File: config.mk
export PLATFORM = sky130hd
export DESIGN_NAME = uart_rx
export DESIGN_NICKNAME = d
export VERILOG_FILES = /design/src/rtl/uart_rx.sv
export SDC_FILE = /design/constraint.sdc
export NUM_CORES = 1
export LEC_CHECK = 0
export ABC_AREA = 1
export ABC_CLOCK_PERIOD_IN_PS = 8100
export BUFFER_PORTS_ARGS = -buffer_cell sky130_fd_sc_hd__buf_4
export CELL_PAD_IN_SITES_DETAIL_PLACEMENT = 0
export CELL_PAD_IN_SITES_GLOBAL_PLACEMENT = 1
export CORE_MARGIN = 1.5
export CORE_UTILIZATION = 33
export CTS_CLUSTER_SIZE = 8
export DETAILED_ROUTE_END_ITERATION = 7
export GPL_TIMING_DRIVEN = 0
export PLACE_DENSITY = 0.74
export SYNTH_ARGS = -nofsm -noshare
export SYNTH_HDL_FRONTEND = slang
export SYNTH_SLANG_ARGS = --single-unit
File: constraint.sdc
create_clock -name clk_i -period 8.1 [get_ports clk_i]
set_input_delay 1.215 -clock clk_i [delete_from_list [all_inputs] [get_ports clk_i]]
set_output_delay 1.215 -clock clk_i [all_outputs]
set_load 0.03 [all_outputs]
File: src/rtl/uart_rx.sv
// ---------------------------------------------------------------------------
// uart_rx
//   Serial receive stage of the UART core. Synchronises the asynchronous rx_i
//   line, detects start bits, samples 8N1 frames at mid-bit using a
//   cycle-count baud divider, and hands each byte to the receive FIFO through
//   a one-entry valid/ready holding register.
//
// Parameters
//   D_WIDTH      width of baud_div_i (default 32)
//
// Ports
//   clk_i        in   system clock
//   rst_n_i      in   asynchronous active-low reset
//   baud_div_i   in   clock cycles per bit; 0..3 are treated as 4
//   rx_i         in   serial input, asynchronous, idle high
//   out_data_o   out  received byte (holding register)
//   out_valid_o  out  holding register contains a byte
//   out_ready_i  in   consumer accepts when out_valid_o & out_ready_i
//   frame_err_o  out  one-cycle pulse: stop bit sampled low
//   overrun_o    out  one-cycle pulse: byte dropped, holding register full
// ---------------------------------------------------------------------------
module uart_rx #(
  parameter int unsigned D_WIDTH = 32
) (
  input  logic               clk_i,
  input  logic               rst_n_i,
  input  logic [D_WIDTH-1:0] baud_div_i,
  input  logic               rx_i,
  output logic [7:0]         out_data_o,
  output logic               out_valid_o,
  input  logic               out_ready_i,
  output logic               frame_err_o,
  output logic               overrun_o
);

  typedef enum logic [2:0] {
    S_IDLE,
    S_START,
    S_DATA,
    S_STOP,
    S_BREAK
  } state_t;

  localparam logic [D_WIDTH-1:0] MIN_DIV = D_WIDTH'(4);
  localparam logic [D_WIDTH-1:0] ONE     = D_WIDTH'(1);

  // Input synchroniser; both stages reset to the idle (high) line level.
  logic rx_meta;
  logic rx_s;

  always_ff @(posedge clk_i or negedge rst_n_i) begin
    if (!rst_n_i) begin
      rx_meta <= 1'b1;
      rx_s    <= 1'b1;
    end else begin
      rx_meta <= rx_i;
      rx_s    <= rx_meta;
    end
  end

  // Frame state
  state_t             state_q, state_d;
  logic [D_WIDTH-1:0] div_q, div_d;
  logic [D_WIDTH-1:0] cnt_q, cnt_d;
  logic [2:0]         bit_idx_q, bit_idx_d;
  logic [7:0]         shift_q, shift_d;

  logic [D_WIDTH-1:0] div_clamp;
  logic [D_WIDTH-1:0] half_m1;
  logic [D_WIDTH-1:0] div_m1;
  logic               deliver;
  logic               frame_err_d;

  assign div_clamp = (baud_div_i < MIN_DIV) ? MIN_DIV : baud_div_i;
  assign half_m1   = (div_q >> 1) - ONE;
  assign div_m1    = div_q - ONE;

  always_ff @(posedge clk_i or negedge rst_n_i) begin
    if (!rst_n_i) begin
      state_q   <= S_IDLE;
      div_q     <= MIN_DIV;
      cnt_q     <= '0;
      bit_idx_q <= '0;
      shift_q   <= '0;
    end else begin
      state_q   <= state_d;
      div_q     <= div_d;
      cnt_q     <= cnt_d;
      bit_idx_q <= bit_idx_d;
      shift_q   <= shift_d;
    end
  end

  always_comb begin
    state_d     = state_q;
    div_d       = div_q;
    cnt_d       = cnt_q + ONE;
    bit_idx_d   = bit_idx_q;
    shift_d     = shift_q;
    deliver     = 1'b0;
    frame_err_d = 1'b0;

    unique case (state_q)
      S_IDLE: begin
        cnt_d = '0;
        if (!rx_s) begin
          state_d = S_START;
          // Divider is frozen for the whole frame from here on.
          div_d   = div_clamp;
        end
      end

      S_START: begin
        if (cnt_q == half_m1) begin
          cnt_d = '0;
          if (!rx_s) begin
            state_d   = S_DATA;
            bit_idx_d = '0;
          end else begin
            // Line went back high before mid start bit: glitch, not a frame.
            state_d = S_IDLE;
          end
        end
      end

      S_DATA: begin
        if (cnt_q == div_m1) begin
          cnt_d     = '0;
          shift_d   = {rx_s, shift_q[7:1]};
          bit_idx_d = bit_idx_q + 3'd1;
          if (bit_idx_q == 3'd7) begin
            state_d = S_STOP;
          end
        end
      end

      S_STOP: begin
        if (cnt_q == div_m1) begin
          cnt_d = '0;
          if (rx_s) begin
            deliver = 1'b1;
            state_d = S_IDLE;
          end else begin
            frame_err_d = 1'b1;
            state_d     = S_BREAK;
          end
        end
      end

      S_BREAK: begin
        // Wait out a held-low line so it is not decoded as 0x00 frames.
        cnt_d = '0;
        if (rx_s) begin
          state_d = S_IDLE;
        end
      end

      default: begin
        state_d = S_IDLE;
        cnt_d   = '0;
      end
    endcase
  end

  // Holding register and status pulses
  logic [7:0] out_data_d;
  logic       out_valid_d;
  logic       overrun_d;

  always_comb begin
    out_data_d  = out_data_o;
    out_valid_d = out_valid_o;
    overrun_d   = 1'b0;

    if (deliver) begin
      // A byte accepted in this same cycle frees the slot for the new one.
      if (!out_valid_o || out_ready_i) begin
        out_data_d  = shift_q;
        out_valid_d = 1'b1;
      end else begin
        overrun_d = 1'b1;
      end
    end else if (out_valid_o && out_ready_i) begin
      out_valid_d = 1'b0;
    end
  end

  always_ff @(posedge clk_i or negedge rst_n_i) begin
    if (!rst_n_i) begin
      out_data_o  <= '0;
      out_valid_o <= 1'b0;
      frame_err_o <= 1'b0;
      overrun_o   <= 1'b0;
    end else begin
      out_data_o  <= out_data_d;
      out_valid_o <= out_valid_d;
      frame_err_o <= frame_err_d;
      overrun_o   <= overrun_d;
    end
  end

endmodule
# After elaboration in Yosys (flattened, before gate mapping)
# Cells that the tools add are included.
# op_classes
add_sub_neg	4
n_lt_le_gt_ge	1
eq_ne	15
n_mux	28
bitwise_logic	1
n_reduce_logical	13
# ops
cell	n
two-way mux 32 bit	3
equality test 32 bit	2
case mux 32 bit (2 select lines)	1
adder 32 x 1 -> 32 bit, second input constant	1
< comparator 32 x 3 -> 1 bit, second input constant	1
subtractor 31 x 1 -> 32 bit, second input constant	1
subtractor 32 x 1 -> 32 bit, second input constant	1
two-way mux 3 bit	10
case mux 3 bit (5 select lines)	1
!= test 2 bit, second input constant	7
two-way mux 1 bit	11
AND reduction 2 bit	4
equality test 3 x 2 -> 1 bit, second input constant	2
equality test 3 bit, second input constant	2
case mux 3 bit (2 select lines)	1
AND reduction 6 bit	1
AND reduction 4 bit	1
nonzero test 2 bit	2
adder 3 x 1 -> 3 bit, second input constant	1
equality test 3 x 1 -> 1 bit, second input constant	1
zero test 3 bit	1
two-way mux 2 bit	1
!= test 2 x 1 -> 1 bit, second input constant	1
OR reduction 2 bit	1
4 further kinds	4
# totals
ff_bits	91
inputBits	36
word_cells	73

# Logic depth before layout (Yosys ltp)
# logic_depth
word_depth	6
mapped_depth	21
mapped_depth_nobuf	19

# Worst setup path after synthesis
# OpenSTA, ideal clock, no wires.
# synth_path
path_type	register -> register
from	register div_q[2]
to	register out_data_o[1]
t_arrival_ns	2.445
required_time_ns	7.982
path_slack_ns	5.538
stages_incl_launch_ff	20
n_path_buf	2
period_less_slack_ns	2.562
cell_sequence	dfstp_2 > inv_1 > ha_1 > buf_4 > nand2_1 > inv_2 > nand2_2 > nor2_8 > nand2_4 > xor2_1 > nand3_1 > nor2_1 > nand2_1 > nor2_4 > nand3_4 > nor2_4 > nand3_4 > buf_6 > nand2_2 > o21ai_2
# synth_between
elab_chain_cells	5
# synth_lines
element	line_no	rtl
start: declaration	63	logic [D_WIDTH-1:0] div_q, div_d;
start signal: assignment	87	div_q <= div_d;
subtractor 32 x 1 -> 32 bit	76	assign div_m1 = div_q - ONE;
equality test 32 bit	138	if (cnt_q == div_m1) begin
two-way mux 1 bit	138	
two-way mux 1 bit	103	unique case (state_q)
AND reduction 2 bit (no source line)	n/a	
end signal: assignment	195	out_data_o <= out_data_d;
end: declaration	29	output logic [7:0] out_data_o,
# Every way passes these cells.
# A chain may end at the register's enable or synchronous reset.

# Worst setup path after layout
# layout_path
from	register div_q[1]
to	register cnt_q[19]
# layout_between
elab_chain_cells	4
word_cells_on_any_way	7
# layout_lines
element	line_no	rtl
subtractor 32 x 1 -> 32 bit or subtractor 31 x 1 -> 32 bit (tied branches)	76, 75	
equality test 32 bit (on tied branches)	127, 138, 114	
two-way mux 32 bit (on tied branches)	127, 138, 114	
case mux 32 bit (2 select lines) *	103	
named net cnt_d[19]	64	logic [D_WIDTH-1:0] cnt_q, cnt_d;
end signal: assignment	88	cnt_q <= cnt_d;
end: declaration	64	
# The timed path passes the listed nets; every way through them passes the cells marked *.

==> impl_metrics.py <==
metrics = {
    "clock_network": {
        "insertion_delay_ns": 0.38,
        "cts_htree_levels": 3,
        "cts_resized": 0,
        "clkTransAtPathRegs_ns": 0.08,
        "hold_buffers": 0,
        "cts_buffers": 9,
        "post_cts_buffers": 0,
        "cts_tree": "done",
        "clk_path_buf_depth": 2,
        "cts.sinks": 91,
        "cts.root.buffer_cell": "clkbuf_16",
    },
    "critical_path": {
        "arrival_ns": 3.57,
        "critPathCaptureType": "flip-flop",
        "start_kind": "flip-flop",
        "worstPathMaxFanout": 10,
        "critical_path_class": "flip-flop to flip-flop",
        "worstPathRequired_ns": 8.35,
        "slowest_delay_ns": 0.39,
        "crit_buf_inv": 4,
        "crit_chain": "inv_1 -> ha_1 -> buf_4 -> nand2_1 -> inv_2 -> nand2_2 -> nor2_8 -> nand2_4 -> nor2_4 -> nand2_1 -> nand2_1 -> o21ai_1 -> nor3b_1 -> nand4_1 -> o21ai_2 -> buf_2 -> a21oi_1",
        "cp_slowest_cell": "dfrtp_1",
        "cpMostUsedCell": "nand2_1",
        "crit_family": "simple AND/OR/NAND/NOR gates",
    },
    "die": {
        "core_um2": 21100,
        "die_width_um": 150,
        "ios": 47,
        "fp.dieH_um": 150,
        "start_util_pct": 33.8,
        "dieArea_um2": 22500,
        "rows": 53,
    },
    "detailed_routing": {
        "drtAntennaViolNets": 0,
        "via_count": 6830,
        "first_iter_violations": 466,
        "routed_wl_mm": 24.1,
        "drc": 0,
        "first_pass_iters": 5,
        "wl_per_cell_um": 17.6,
        "vias_per_cell": 4.99,
    },
    "yosys": {
        "synth_edf_count": 0,
        "synth_top_area_share_pct": 30.9,
        "ys.flop_type": "dfrtp_1",
        "yosys.cell_count.top_type": "nand2_1",
        "async_flop_share_pct": 100,
        "ys_top_cells_by_area": "dfrtp_1 (31%), nand2_1 (15%), xor2_1 (7.1%)",
        "netlist_area_um2": 7130,
        "synth_cell_types": 45,
        "syn_nets": 1073,
        "synth_cells": 1032,
        "synth_top_cells_by_count": "nand2_1 (293), nor2_1 (112), inv_1 (105)",
        "yosysSeqAreaShare_pct": 32.0,
        "synth_top_cell_by_area": "dfrtp_1",
        "yosys_warnings": 0,
        "syn_avg_cell_area_um2": 6.91,
        "synth-seq-cells": 91,
    },
    "sta": {
        "skew_ns": 0.0146,
        "rsz0062_at_grt": "false",
        "period_share_pct": 40.9,
        "max_freq_mhz": 302,
        "hold_viol": 0,
        "setup_violations": 0,
        "setup_slack_ns": 4.78,
        "setup_tns_ns": 0,
        "min_period_ns": 3.32,
        "relSlewSlack_pct": 19.5,
        "worst_pin_slew_ns": 1.21,
        "drv_slew": 0,
    },
    "power": {
        "leakagePower_uw": 0.00371,
        "ir_worst_vdd_mv": 0.115,
        "powerDensity_nw_per_um2": 265,
    },
    "placed_design": {
        "gp_congestion": 0.972,
        "portBuffers": 46,
        "pre_cts_ws_ns": 4.76,
        "dp_hpwl_mm": 19.0,
    },
    "finish": {
        "final_nets": 1130,
        "n_fill_cell": 2280,
        "drive_gt1_share_pct": 14.1,
        "area_growth_pct": 14.1,
        "diodes": 0,
    },
    "worst_hold_path": {
        "holdCritPathClass": "flip-flop to flip-flop",
    },
    "global_routing": {
        "gr-total-overflow": 0,
        "grt_usage_pct": 22.1,
        "grt_pass1_wl_mm": 37.1,
        "grt_max_degree": 92,
        "grt_pass1_vias": 6480,
        "antenna_found_initial": 0,
    },
    "outcome": {
        "outcome": "completed",
    },
    "flow_run": {
        "maxCapViolCount": 0,
    },
}
## where the power goes
group	switching, uW	total, uW	internal [uW]
logic	635	978	342
registers	176	717	541
clock network	237	461	224
## flip-flops by register name (all words and copies together) (netlist names)
name         cells
rx_s             1
frame_err_o      1
div_q           32
out_valid_o      1
out_data_o       8
rx_meta          1
cnt_q           32
state_q          3
shift_q          8
overrun_o        1
bit_idx_q        3
## logic make-up (layout without fill, tap and decap cells)
| group | count (synthesis) | after routing | synth area share, % |
|---|---|---|---|
| AOI/OAI and AO/OA | 105 | 105 | 8.79 |
| adders and majority gates | 5 | 5 | 0.878 |
| xor gates and xnor gates | 90 | 90 | 11.2 |
| DFF | 91 | 91 | 32.0 |
| and+or+nand+nor | 598 | 598 | 39.2 |
| buffers and inverters | 143 | 205 | 7.90 |
## worst reg2reg max path, cell delays in order, from the launching register on
cell and delay, ns:
dfrtp_1 0.39, inv_1 0.15, ha_1 0.18, buf_4 0.18, nand2_1 0.12, inv_2 0.13, nand2_2 0.13, nor2_8 0.21
nand2_4 0.11, nor2_4 0.13, nand2_1 0.06, nand2_1 0.10, o21ai_1 0.10, nor3b_1 0.20, nand4_1 0.27, o21ai_2 0.32
buf_2 0.32, a21oi_1 0.12
## metrics by stage
| stage | power (uW) | utilization [%] | std cells | hold slack (ns) | instance area, um^2 |
|---|---|---|---|---|---|
| finish | 2160 | 38.6 | 1369 | 0.357 | 8140 |
| global route | 2310 | 38.6 | 1369 | 0.365 | 8140 |
| floorplan | 1400 | - | 1032 | 0.345 | 7130 |
| global placement | 1680 | 37.1 | 1353 | 0.346 | 7820 |
| detailed placement | 1690 | 37.1 | 1353 | 0.348 | 7820 |
| CTS | 2150 | 38.6 | 1369 | 0.359 | 8140 |
## cell usage in the layout (no fill, tap or decap), drive strengths merged, types with 4 or more instances in the layout
cell	netlist	layout
nand2	304	304
nor2	144	144
inv	109	113
dfrtp	88	88
nand3	86	86
o21ai	63	63
xor2	58	58
buf	12	58
a21oi	34	34
xnor2	31	31
clkbuf	20	29
nand4	22	22
nor4	15	15
nor3	11	11
nand3b	6	6
ha	5	5
clkinv	2	5
or2	4	4
## metal layers
layer	vias up	global-route usage (%)	wire [um]
met4	0	7.94	748
met3	32	2.90	1070
met5	-	0	0
li1	3406	-	-
met1	3224	30.8	11500
met2	168	34.9	10800
## worst paths after layout
kind / startpoint / to / slack (ns) / cells after the start
setup / recovery: div_q[1] / cnt_q[19] / 4.78 / 17
hold / removal: rx_meta / rx_s / 0.36 / 0
setup reg to reg: div_q[1] / cnt_q[19] / 4.78 / 17
hold reg to reg: rx_meta / rx_s / 0.36 / 0
max in group asynchronous: rst_n_i / div_q[5] / 6.25 / 1
min in group asynchronous: rst_n_i / shift_q[4] / 1.08 / 1
## area by class of cell
| cell class | instances | area, um^2 | area share, % |
|---|---|---|---|
| clock buffer | 9 | 225 | 2.77 |
| buffer | 32 | 146 | 1.80 |
| multi-input combinational | 798 | 4290 | 52.7 |
| inverter | 111 | 417 | 5.12 |
| tap | 275 | 344 | 4.23 |
| sequential | 91 | 2280 | 28.0 |
| timing repair buffer | 46 | 345 | 4.24 |
| clock inverter | 7 | 91.3 | 1.12 |
Note: power is estimated with default switching activity, not from simulation.
